<file path="config.mk">
export PLATFORM = sky130hd
export DESIGN_NAME = robertson_seq
export DESIGN_NICKNAME = d
export VERILOG_FILES = /design/src/rtl/robertson_pkg.sv /design/src/rtl/robertson_addsub.sv /design/src/rtl/robertson_seq.sv
export SDC_FILE = /design/constraint.sdc
export NUM_CORES = 1
export LEC_CHECK = 0
export CAP_MARGIN = 40
export CORE_MARGIN = 5
export CORE_UTILIZATION = 33
export CTS_CLUSTER_DIAMETER = 100
export CTS_CLUSTER_SIZE = 24
export DETAILED_ROUTE_END_ITERATION = 10
export GPL_ROUTABILITY_DRIVEN = 0
export PLACE_DENSITY_LB_ADDON = 0.05
export REMOVE_ABC_BUFFERS = 1
export SYNTH_ARGS = -nofsm -noshare
export SYNTH_HDL_FRONTEND = slang
export SYNTH_SLANG_ARGS = --single-unit
</file>
<file path="constraint.sdc">
create_clock -name clk -period 8.04 [get_ports clk]
set_input_delay 0.804 -clock clk [delete_from_list [all_inputs] [get_ports clk]]
set_output_delay 0.804 -clock clk [all_outputs]
set_load 0.02 [all_outputs]
</file>
<file path="src/rtl/robertson_pkg.sv">
// Shared definitions for the Robertson sequential signed multiplier.
//   state_t  : controller states
//   OP_*     : operation codes driven on op_sel toward the downstream 5:1 mux
package robertson_pkg;

   localparam int OP_W = 3;

   typedef enum logic [1:0] {
      IDLE = 2'd0,
      RUN  = 2'd1,
      DONE = 2'd2
   } state_t;

   localparam logic [OP_W-1:0] OP_LOAD  = 3'd0;
   localparam logic [OP_W-1:0] OP_ADD   = 3'd1;
   localparam logic [OP_W-1:0] OP_SHIFT = 3'd2;
   localparam logic [OP_W-1:0] OP_SUB   = 3'd3;
   localparam logic [OP_W-1:0] OP_HOLD  = 3'd4;

endpackage

</file>
<file path="src/rtl/robertson_addsub.sv">
// Combinational W-bit adder/subtractor used for the partial-product update.
//   x, y : operands
//   sub  : 1 -> x - y, 0 -> x + y
//   sum  : result, same width as the operands
module robertson_addsub #(
   parameter int W = 9
) (
   input  logic [W-1:0] x,
   input  logic [W-1:0] y,
   input  logic         sub,
   output logic [W-1:0] sum
);

   assign sum = sub ? (x - y) : (x + y);

endmodule

</file>
<file path="src/rtl/robertson_seq.sv">
// Sequential signed multiplier, Robertson add-shift, one multiplier bit per clock.
//   clk, reset : system clock, synchronous active-high reset
//   start      : request, only honoured in IDLE
//   a, b       : signed multiplicand / multiplier, captured on accepted start
//   busy       : high while stepping (RUN)
//   done       : one-cycle pulse when product is freshly valid
//   product    : signed 2N-bit result, held until the next final step or reset
//   op_sel     : current-cycle operation code for the downstream 5:1 mux
//
// state | meaning
// IDLE  | waiting for start; op_sel = LOAD when start is high, else HOLD
// RUN   | N add/sub + arithmetic-shift steps, count N-1 down to 0
// DONE  | product valid, done pulse, back to IDLE next cycle
module robertson_seq
   import robertson_pkg::*;
#(
   parameter int N = 8
) (
   input  logic            clk,
   input  logic            reset,
   input  logic            start,
   input  logic [N-1:0]    a,
   input  logic [N-1:0]    b,
   output logic            busy,
   output logic            done,
   output logic [2*N-1:0]  product,
   output logic [OP_W-1:0] op_sel
);

   localparam int CW = $clog2(N);

   state_t        state;
   logic [N:0]    acc;
   logic [N:0]    m_ext;
   logic [N-1:0]  q;
   logic          f;
   logic [CW-1:0] count;

   logic          q0;
   logic          last;
   logic [N:0]    sum;
   logic [N:0]    acc_new;
   logic          f_new;
   logic          sign_new;
   logic [N:0]    acc_sh;
   logic [N-1:0]  q_sh;

   assign q0   = q[0];
   assign last = (count == '0);

   // The last multiplier bit carries negative weight, so it subtracts M.
   robertson_addsub #(.W(N+1)) u_addsub (
      .x   (acc),
      .y   (m_ext),
      .sub (last),
      .sum (sum)
   );

   assign acc_new = q0 ? sum : acc;
   // F latches once a negative multiplicand has been accumulated; from then on
   // the partial product is negative and F supplies the shifted-in sign.
   assign f_new    = f | (m_ext[N] & q0);
   assign sign_new = last ? acc_new[N] : f_new;
   assign acc_sh   = {sign_new, acc_new[N:1]};
   assign q_sh     = {acc_new[0], q[N-1:1]};

   always_ff @(posedge clk) begin
      if (reset) begin
         state   <= IDLE;
         acc     <= '0;
         m_ext   <= '0;
         q       <= '0;
         f       <= 1'b0;
         count   <= '0;
         product <= '0;
      end else begin
         case (state)
            IDLE: begin
               if (start) begin
                  m_ext <= {a[N-1], a};
                  q     <= b;
                  acc   <= '0;
                  f     <= 1'b0;
                  count <= CW'(N-1);
                  state <= RUN;
               end
            end
            RUN: begin
               acc   <= acc_sh;
               q     <= q_sh;
               f     <= f_new;
               count <= count - CW'(1);
               if (last) begin
                  product <= {acc_sh[N-1:0], q_sh};
                  state   <= DONE;
               end
            end
            DONE:    state <= IDLE;
            default: state <= IDLE;
         endcase
      end
   end

   assign busy = (state == RUN);
   assign done = (state == DONE);

   always_comb begin
      op_sel = OP_HOLD;
      case (state)
         IDLE:    op_sel = start ? OP_LOAD : OP_HOLD;
         RUN: begin
            if (!q0)      op_sel = OP_SHIFT;
            else if (last) op_sel = OP_SUB;
            else           op_sel = OP_ADD;
         end
         default: op_sel = OP_HOLD;
      endcase
   end

endmodule

</file>
* After elaboration in Yosys (flattened, before gate mapping) *
Index checks and enable logic that the tools add are counted.

operators by class
  $add $sub $neg = 3
  $mul = 0
  div/mod/pow operators = 0
  $lt $le $gt $ge = 0
  eq/ne operators = 4
  shift operators = 0
  mux-type cells = 18
  bitwise logic cells = 2
  reduce and logical (&&, ||, !) cells = 7

operator list
  kind                 count
  $mux 9               3
  $pmux 9 s2           1
  $pmux 8 s2           1
  $pmux 3 s2           2
  $add 9x9->9          1
  $sub 9x9->9          1
  $mux 2               4
  $mux 8               1
  $reduce_and 2->1     4
  $mux 3               2
  $pmux 2 s2           1
  $logic_not 3->1      1
  $sub 3x1->3 const B  1
  $eq 2x1->1 const B   1
  $eq 2x2->1 const B   1
  $logic_not 2->1      1
  $mux 1               2
  $ne 2x1->1 const B   1
  $ne 2x2->1 const B   1
  $pmux 1 s2           1
  $reduce_bool 2->1    1
  $and 1x1->1          1
  $or 1x1->1           1

word-level totals
  register bits after elaboration = 47
  bits in latches = 0
  memory bits (writable) = 0
  ROM bits = 0
  input port bits = 19
  output and inout bits = 21
  logic and storage cells = 41
  memories kept = 0

* Longest topological paths before layout *
Gate-level depths: netlist of run 1.

  word-level depth = 5
  mapped depth = 14
  mapped depth without buffers = 13

* Cells and area by module *
Synthesis of run 1 repeated with hierarchy kept, for this count alone.

unflattened totals
  cells, all modules = 282
  area total of the unflattened synthesis = 2,521.2 µm²

by module, submodules not included
  module            times used  cells an instance  area each (µm²)  sequential area each (µm²)
  robertson_seq     1           213                2,006.9          940.9
  robertson_addsub  1           69                 514.2            0.0

* Worst setup path after synthesis of run 1 *
Ideal clock, no wire load.

  path kind = flip-flop to flip-flop
  start = reg count[0]
  end = reg acc[7]
  library setup time = 131 ps
  arrival time = 2,654 ps
  required time = 7,909 ps
  slack = 5,255 ps
  cell stages (with the launch flop) = 15
  path buffers = 2
  clock period less this slack = 2,785 ps
  cells stage by stage = dfxtp_1 inv_1 ha_1 nor2b_1 buf_2 a31oi_1 xnor2_1 ha_1 o211ai_1 a21oi_1 o41a_1 buf_2 nor3b_1 a2111oi_0 nand2_1

between the ends
  longest elaborated chain between the ends = 4

RTL lines
  what                      line                    source
  start: declaration        robertson_seq.sv:37     logic [CW-1:0] count;
  start signal: assignment  robertson_seq.sv:84     count <= CW'(N-1);
  start signal: assignment  robertson_seq.sv:92     count <= count - CW'(1);
  $logic_not 3->1           robertson_seq.sv:49     assign last = (count == '0);
  $mux 9                    robertson_addsub.sv:14  assign sum = sub ? (x - y) : (x + y);
  $mux 9                    robertson_seq.sv:59     assign acc_new = q0 ? sum : acc;
  $pmux 9 s2                robertson_seq.sv:77     case (state)
  end signal: assignment    robertson_seq.sv:89     acc <= acc_sh;
  end: declaration          robertson_seq.sv:33     logic [N:0] acc;

No other way between the ends.
A chain may end at the register's enable or synchronous reset.

* Worst setup path in the final report of run 1 *
  start = in start
  end = out op_sel[2]

between the ends
  longest elaborated chain between the ends = 2

RTL lines
  what                line                  source
  start: declaration  robertson_seq.sv:21   input logic start,
  $mux 3              robertson_seq.sv:110  IDLE: op_sel = start ? OP_LOAD : OP_HOLD;
  $pmux 3 s2          robertson_seq.sv:109  case (state)
  end: declaration    robertson_seq.sv:27   output logic [OP_W-1:0] op_sel

No other way between the ends.

==> flow_summary.json, run 1 <==
{
  "final.setup.tns_ns": 0,
  "ys.flop_type": "dfxtp_1",
  "slew_headroom": 0.5048,
  "grt_max_degree": 41,
  "grt_use_total": 0.1410,
  "cts.hold.buffers_added": 0,
  "cts-root-buf": "clkbuf_8",
  "antennaDiodeCount": 0,
  "fin_crit_ns": 3.681,
  "fin_area_um2": 3136,
  "fillers": 825,
  "critPathLaunchType": "input port",
  "synth.distinct_cells": 47,
  "r2r-end": "acc[7]$_SDFFE_PP0P_",
  "vias_per_cell": 5.035,
  "core_area_um2": 7687,
  "area_growth_pct": 21.24,
  "cts.sinks": 47,
  "clk_pin_slew_ns": 0.09,
  "crit_arrival_ns": 2.88,
  "io_pins": 40,
  "cp_max_fo": 9,
  "worst_hold_path_type": "reg2reg",
  "grt_pass1_wl_mm": 11.06,
  "finalSetupViolations": 0,
  "maxCapViolations": 0,
  "cp.required_ns": 7.24,
  "min_to": "product[1]$_SDFFE_PP0P_",
  "ant_nets": 0,
  "reg2reg_from": "count[0]$_SDFFE_PP0P_",
  "worst_slew_pin_slew_ns": 0.7413,
  "whs_ns": 0.4575,
  "fin_crit_sh": 0.4579,
  "dp_slack_ns": 4.353,
  "grt_pass1_vias": 2201,
  "rrSetupSlack_ns": 4.68,
  "synth_area_um2": 2586,
  "slew_viol_final": 0,
  "cts_tree": "built",
  "rsz0062_at_grt": "no",
  "drt_iter0_markers": 132,
  "ys_ff_latch": 47,
  "drive_above_1_share": 0.04775,
  "reg2reg_depth": 12,
  "drt-total-wl_mm": 6.752,
  "dieWidth_um": 98.53,
  "power_density_nw_per_um2": 204.5,
  "antenna_found_initial": 0,
  "wire_per_inst_um": 14.74,
  "place_area_um2": 3037,
  "gr-total-overflow": 0,
  "start_util": 0.3364,
  "p_leak_nw": 1.116,
  "cts_setup_buffers": 0,
  "ys_seq_area_frac": 0.3638,
  "vias": 2306,
  "syn_inst": 328,
  "rows": 32,
  "drtPass1Iterations": 4,
  "hold_depth": 2,
  "port-buffer-count": 39,
  "async_flop_share": 0,
  "die-height_um": 98.53,
  "worstSetupPathType": "in2out",
  "synth_warnings": 0,
  "end_kind": "primary output",
  "hold_viol_final": 0,
  "status": "finished clean",
  "cts-resized-gates": 0,
  "synth_edf_count": 0,
  "die-area_um2": 9707,
  "drc": 0,
  "htreeDepth": 2,
  "skew_ns": 0.003924,
  "fmax_mhz": 271.6,
  "insertion_delay_ns": 0.30,
  "cts.path.max_buffers": 2,
  "cts_buffers": 5,
  "hpwl_mm": 4.819,
  "synth.avg_cell_area_um2": 7.885,
  "setup_slack_ns": 4.359,
  "vdd_ir_drop_max_v": 0.00008558,
  "hold_start": "product[1]$_SDFFE_PP0P_",
  "fin_nets": 386
}
==> flip-flops by register name (all words and copies together), names as in the netlist <==
name	flops
f	1
acc	9
q	8
m_ext	8
product	16
state	2
count	3
==> cell usage after synthesis, types with 4 or more instances <==
master	count	area, um2
o21ai_0	10	50.05
nor3b_1	5	37.54
clkbuf_1	17	63.81
a211oi_1	4	30.03
o221a_1	7	78.83
a21oi_1	48	240.2
dfxtp_1	47	940.9
ha_1	11	137.6
nor2_1	38	142.6
nand2_1	42	157.7
nor2b_1	12	75.07
nand3_1	4	20.02
nand2b_1	8	50.05
xnor2_1	8	70.07
nor3_1	7	35.03
inv_1	10	37.54
==> how the worst max path moves through the flow <==
stage,endpoint,start,slack (ns),cells after the start
floorplan,acc[7]$_SDFFE_PP0P_,count[0]$_SDFFE_PP0P_,5.13,12
global placement,op_sel[2],start,4.44,5
detailed placement,op_sel[2],start,4.35,5
CTS,op_sel[2],start,4.35,5
global route,op_sel[2],state[1]$_SDFFE_PP0P_,4.22,4
finish,op_sel[2],start,4.36,5
==> placed cells by master (no fill, tap or decap), types with 4 or more instances in the layout <==
cell type        count
clkbuf_8             6
nor2b_1             12
nand2_1             42
nor3b_1              5
nor3_1               7
nor2_1              38
o21ai_0             10
a21oi_1             48
clkdlybuf4s50_1     39
nand3_1              4
dfxtp_1             47
xnor2_1              8
inv_1               10
o221a_1              7
ha_1                11
nand2b_1             8
a211oi_1             4
==> metrics by stage <==
step | total power (W) | cells | util
after floorplan | 0.0004244 | 307 | -
after global placement | 0.0004901 | 450 | 0.3950
after detailed placement | 0.0004902 | 450 | 0.3950
after CTS | 0.0006500 | 458 | 0.4079
after global routing | 0.0006845 | 458 | 0.4079
final | 0.0006411 | 458 | 0.4079
==> where the power goes <==
part | switching, W | internal [W]
Clock | 0.0000867 | 0.0000704
Combinational | 0.000118 | 0.0000949
Sequential | 0.0000209 | 0.000250
Total | 0.000226 | 0.000415
==> critical path, cell delays in order <==
cell	delay, ns
clkdlybuf4s50_1	0.57
nand2b_1	0.31
nand2_1	0.27
inv_2	0.28
clkdlybuf4s50_1	0.64
==> kinds of logic after synthesis <==
group	Yosys count	share of synthesized area
AO/OA/AOI/OAI	98	0.2511
XOR/XNOR	10	0.03387
adder cells (fa/ha/maj)	12	0.06096
buffers and inverters	34	0.05080
flip-flops	47	0.3638
multiplexers	2	0.007741
AND/OR/NAND/NOR	125	0.2317
==> area by class of cell <==
type | instances | area [um2] | area share
flip-flops and latches | 47 | 940.9 | 0.3001
inverters | 13 | 48.80 | 0.01556
multi-input cells | 247 | 1514 | 0.4828
well taps | 102 | 127.6 | 0.04070
clock buffers | 6 | 82.58 | 0.02634
repair buffers | 41 | 405.4 | 0.1293
clock inverters | 2 | 16.27 | 0.005188
==> layer usage <==
layer  part of all wire  GRT usage  routed length [um]
met5                  0          0                   0
met4              0.011    0.03782                  75
met3              0.035    0.02619                 236
met2               0.44     0.2236                2976
met1               0.51     0.1969                3463
No activity file was read; power rests on OpenSTA's default activity.
==> run 2, diff against run 1 <==
==> constraint.sdc (replaced) <==
create_clock -name clk -period 3.15 [get_ports clk]
set_input_delay 0.315 -clock clk [delete_from_list [all_inputs] [get_ports clk]]
set_output_delay 0.315 -clock clk [all_outputs]
set_load 0.02 [all_outputs]
==> run 2 against run 1 <==
  * Total power rose to 2.7 times the previous value
  * Sequential power rose to 2.5 times the previous value
  * Clock skew is 0.0046 ns higher
  * Clock-buffer cell count fell by 1
  * Combinational power increased to 2.9 times the previous value
  * Non-clock buffer count grew 12
  * Critical path depth is 6 higher
  * Utilization rose by 1.6 points
  * Sequential share of layout area is 1.1 points lower
  * Critical path type is now reg2reg
  * Largest cell class unchanged
  * Largest power group unchanged
==> flow_summary.json, run 2 (synthesis gave the netlist of run 1 again) <==
{
  "vias": 2424,
  "vias_per_cell": 5.168,
  "die-area_um2": 9707,
  "rows": 32,
  "hpwl_mm": 5.251,
  "top_regs": "product x16, acc x9",
  "cp_max_fo": 8,
  "max_stage_delay_ns": 0.45,
  "finalSetupViolations": 0,
  "fin_crit_sh": 0.9140,
  "grt_max_degree": 30,
  "drt-total-wl_mm": 7.202,
  "grt_pass1_wl_mm": 11.96,
  "grt_use_met3": 0.02689,
  "fin_crit_ns": 2.879,
  "worst_hold_path_type": "reg2reg",
  "hold_viol_final": 0,
  "die-height_um": 98.53,
  "worstSetupPathType": "reg2reg",
  "core_area_um2": 7687,
  "slowest_stage": "o41a_1",
  "end_kind": "flip-flop",
  "status": "finished clean",
  "maxCapViolations": 0,
  "cp.required_ns": 3.39,
  "rsz0062_at_grt": "no",
  "gr-usage-met1": 0.2124,
  "cts.path.max_buffers": 2,
  "antennaDiodeCount": 0,
  "max_flop_register": "product",
  "busiest_layer": "met2",
  "drtPass1Iterations": 4,
  "final_cell_mix": "47 x a21oi_1, 47 x dfxtp_1, 42 x nand2_1, 39 x clkdlybuf4s50_1, 38 x nor2_1",
  "worst_slew_pin_slew_ns": 0.5123,
  "cts_buffers": 5,
  "crit_path_cell_trace": "inv_1 -> ha_2 -> nor2b_2 -> a31oi_1 -> xnor2_1 -> ha_2 -> a21o_1 -> o41a_1 -> xnor2_1 -> or3_1 -> a31oi_1",
  "port-buffer-count": 39,
  "antenna_found_initial": 0,
  "dp_slack_ns": 0.1210,
  "cts-root-buf": "clkbuf_8",
  "use_met2": 0.2408,
  "ant_nets": 0,
  "slew_viol_final": 0,
  "crit_arrival_ns": 3.12,
  "setup_slack_ns": 0.2710,
  "cts_tree": "built",
  "fmax_mhz": 347.3,
  "largest_reg_flops": 16,
  "p_leak_nw": 1.183,
  "wire_per_inst_um": 15.36,
  "dieWidth_um": 98.53,
  "critPathLaunchType": "flip-flop",
  "whs_ns": 0.4555,
  "grt_pass1_vias": 2329,
  "drc": 0,
  "insertion_delay_ns": 0.30,
  "fin_nets": 398,
  "grt_use_total": 0.1509,
  "drt_iter0_markers": 120,
  "power_density_nw_per_um2": 532.0,
  "start_util": 0.3364,
  "cts.sinks": 47,
  "drive_above_1_share": 0.09264,
  "area_growth_pct": 25.98,
  "final.setup.tns_ns": 0,
  "vdd_ir_drop_max_v": 0.0001855,
  "gr-total-overflow": 0,
  "clk_pin_slew_ns": 0.09,
  "skew_ns": 0.008562,
  "slew_headroom": 0.6572,
  "io_pins": 40,
  "htreeDepth": 2
}
[run 2: final timing paths]
| kind | startpoint | endpoint | slack (ns) | depth (start not counted) |
|---|---|---|---|---|
| worst min register to register | product[1]$_SDFFE_PP0P_ | product[1]$_SDFFE_PP0P_ | 0.46 | 2 |
| worst max-delay path | count[0]$_SDFFE_PP0P_ | product[15]$_SDFFE_PP0P_ | 0.27 | 11 |
| worst min-delay path | product[1]$_SDFFE_PP0P_ | product[1]$_SDFFE_PP0P_ | 0.46 | 2 |
| worst max register to register | count[0]$_SDFFE_PP0P_ | product[15]$_SDFFE_PP0P_ | 0.27 | 11 |
[run 2: critical path: cells and delay by family (launching register included)]
family | cells | cell delay (ns)
and+or+nand+nor | 2 | 0.49
buffers and inverters | 1 | 0.07
DFF | 1 | 0.36
adders and majority gates | 2 | 0.56
xor gates and xnor gates | 2 | 0.32
AOI/OAI and AO/OA | 4 | 1.01
[run 2: cell type report]
class                           instances  area [um2]
Multi-Input combinational cell        247        1539
Sequential cell                        47       940.9
Fill cell                             838        4429
Clock buffer                            5       68.82
Tap cell                              102       127.6
Clock inverter                          2       37.54
Timing Repair Buffer                   53       495.5
Inverter                               13       48.80
[run 2: routing by layer]
metal | vias to the layer above | part of all wire
li1 | 1231 | -
met4 | 0 | 0.0094
met1 | 1144 | 0.50
met2 | 43 | 0.46
met3 | 6 | 0.029
met5 | - | 0
[run 2: timing repair]
action	4_1_cts	5_1_grt
resized for setup	0	8
buffers inserted	0	3
hold buffers	0	0
endpoints found under the setup margin	0	5
[run 2: through the flow]
| step | std cells | instance area [um2] | util | power, W |
|---|---|---|---|---|
| after detailed placement | 459 | 3104 | 0.4038 | 0.001275 |
| after global placement | 459 | 3104 | 0.4038 | 0.001272 |
| after CTS | 466 | 3211 | 0.4176 | 0.001730 |
| after global routing | 469 | 3258 | 0.4238 | 0.001858 |
| after floorplan | 307 | 2504 | - | 0.001083 |
| final | 469 | 3258 | 0.4238 | 0.001733 |
[run 2: power by group]
part / leakage (nW) / switching [W] / internal (W)
logic: 0.748 / 0.000335 / 0.000277
registers: 0.384 / 0.0000399 / 0.000638
clock network: 0.0502 / 0.000211 / 0.000232
total: 1.18 / 0.000586 / 0.00115
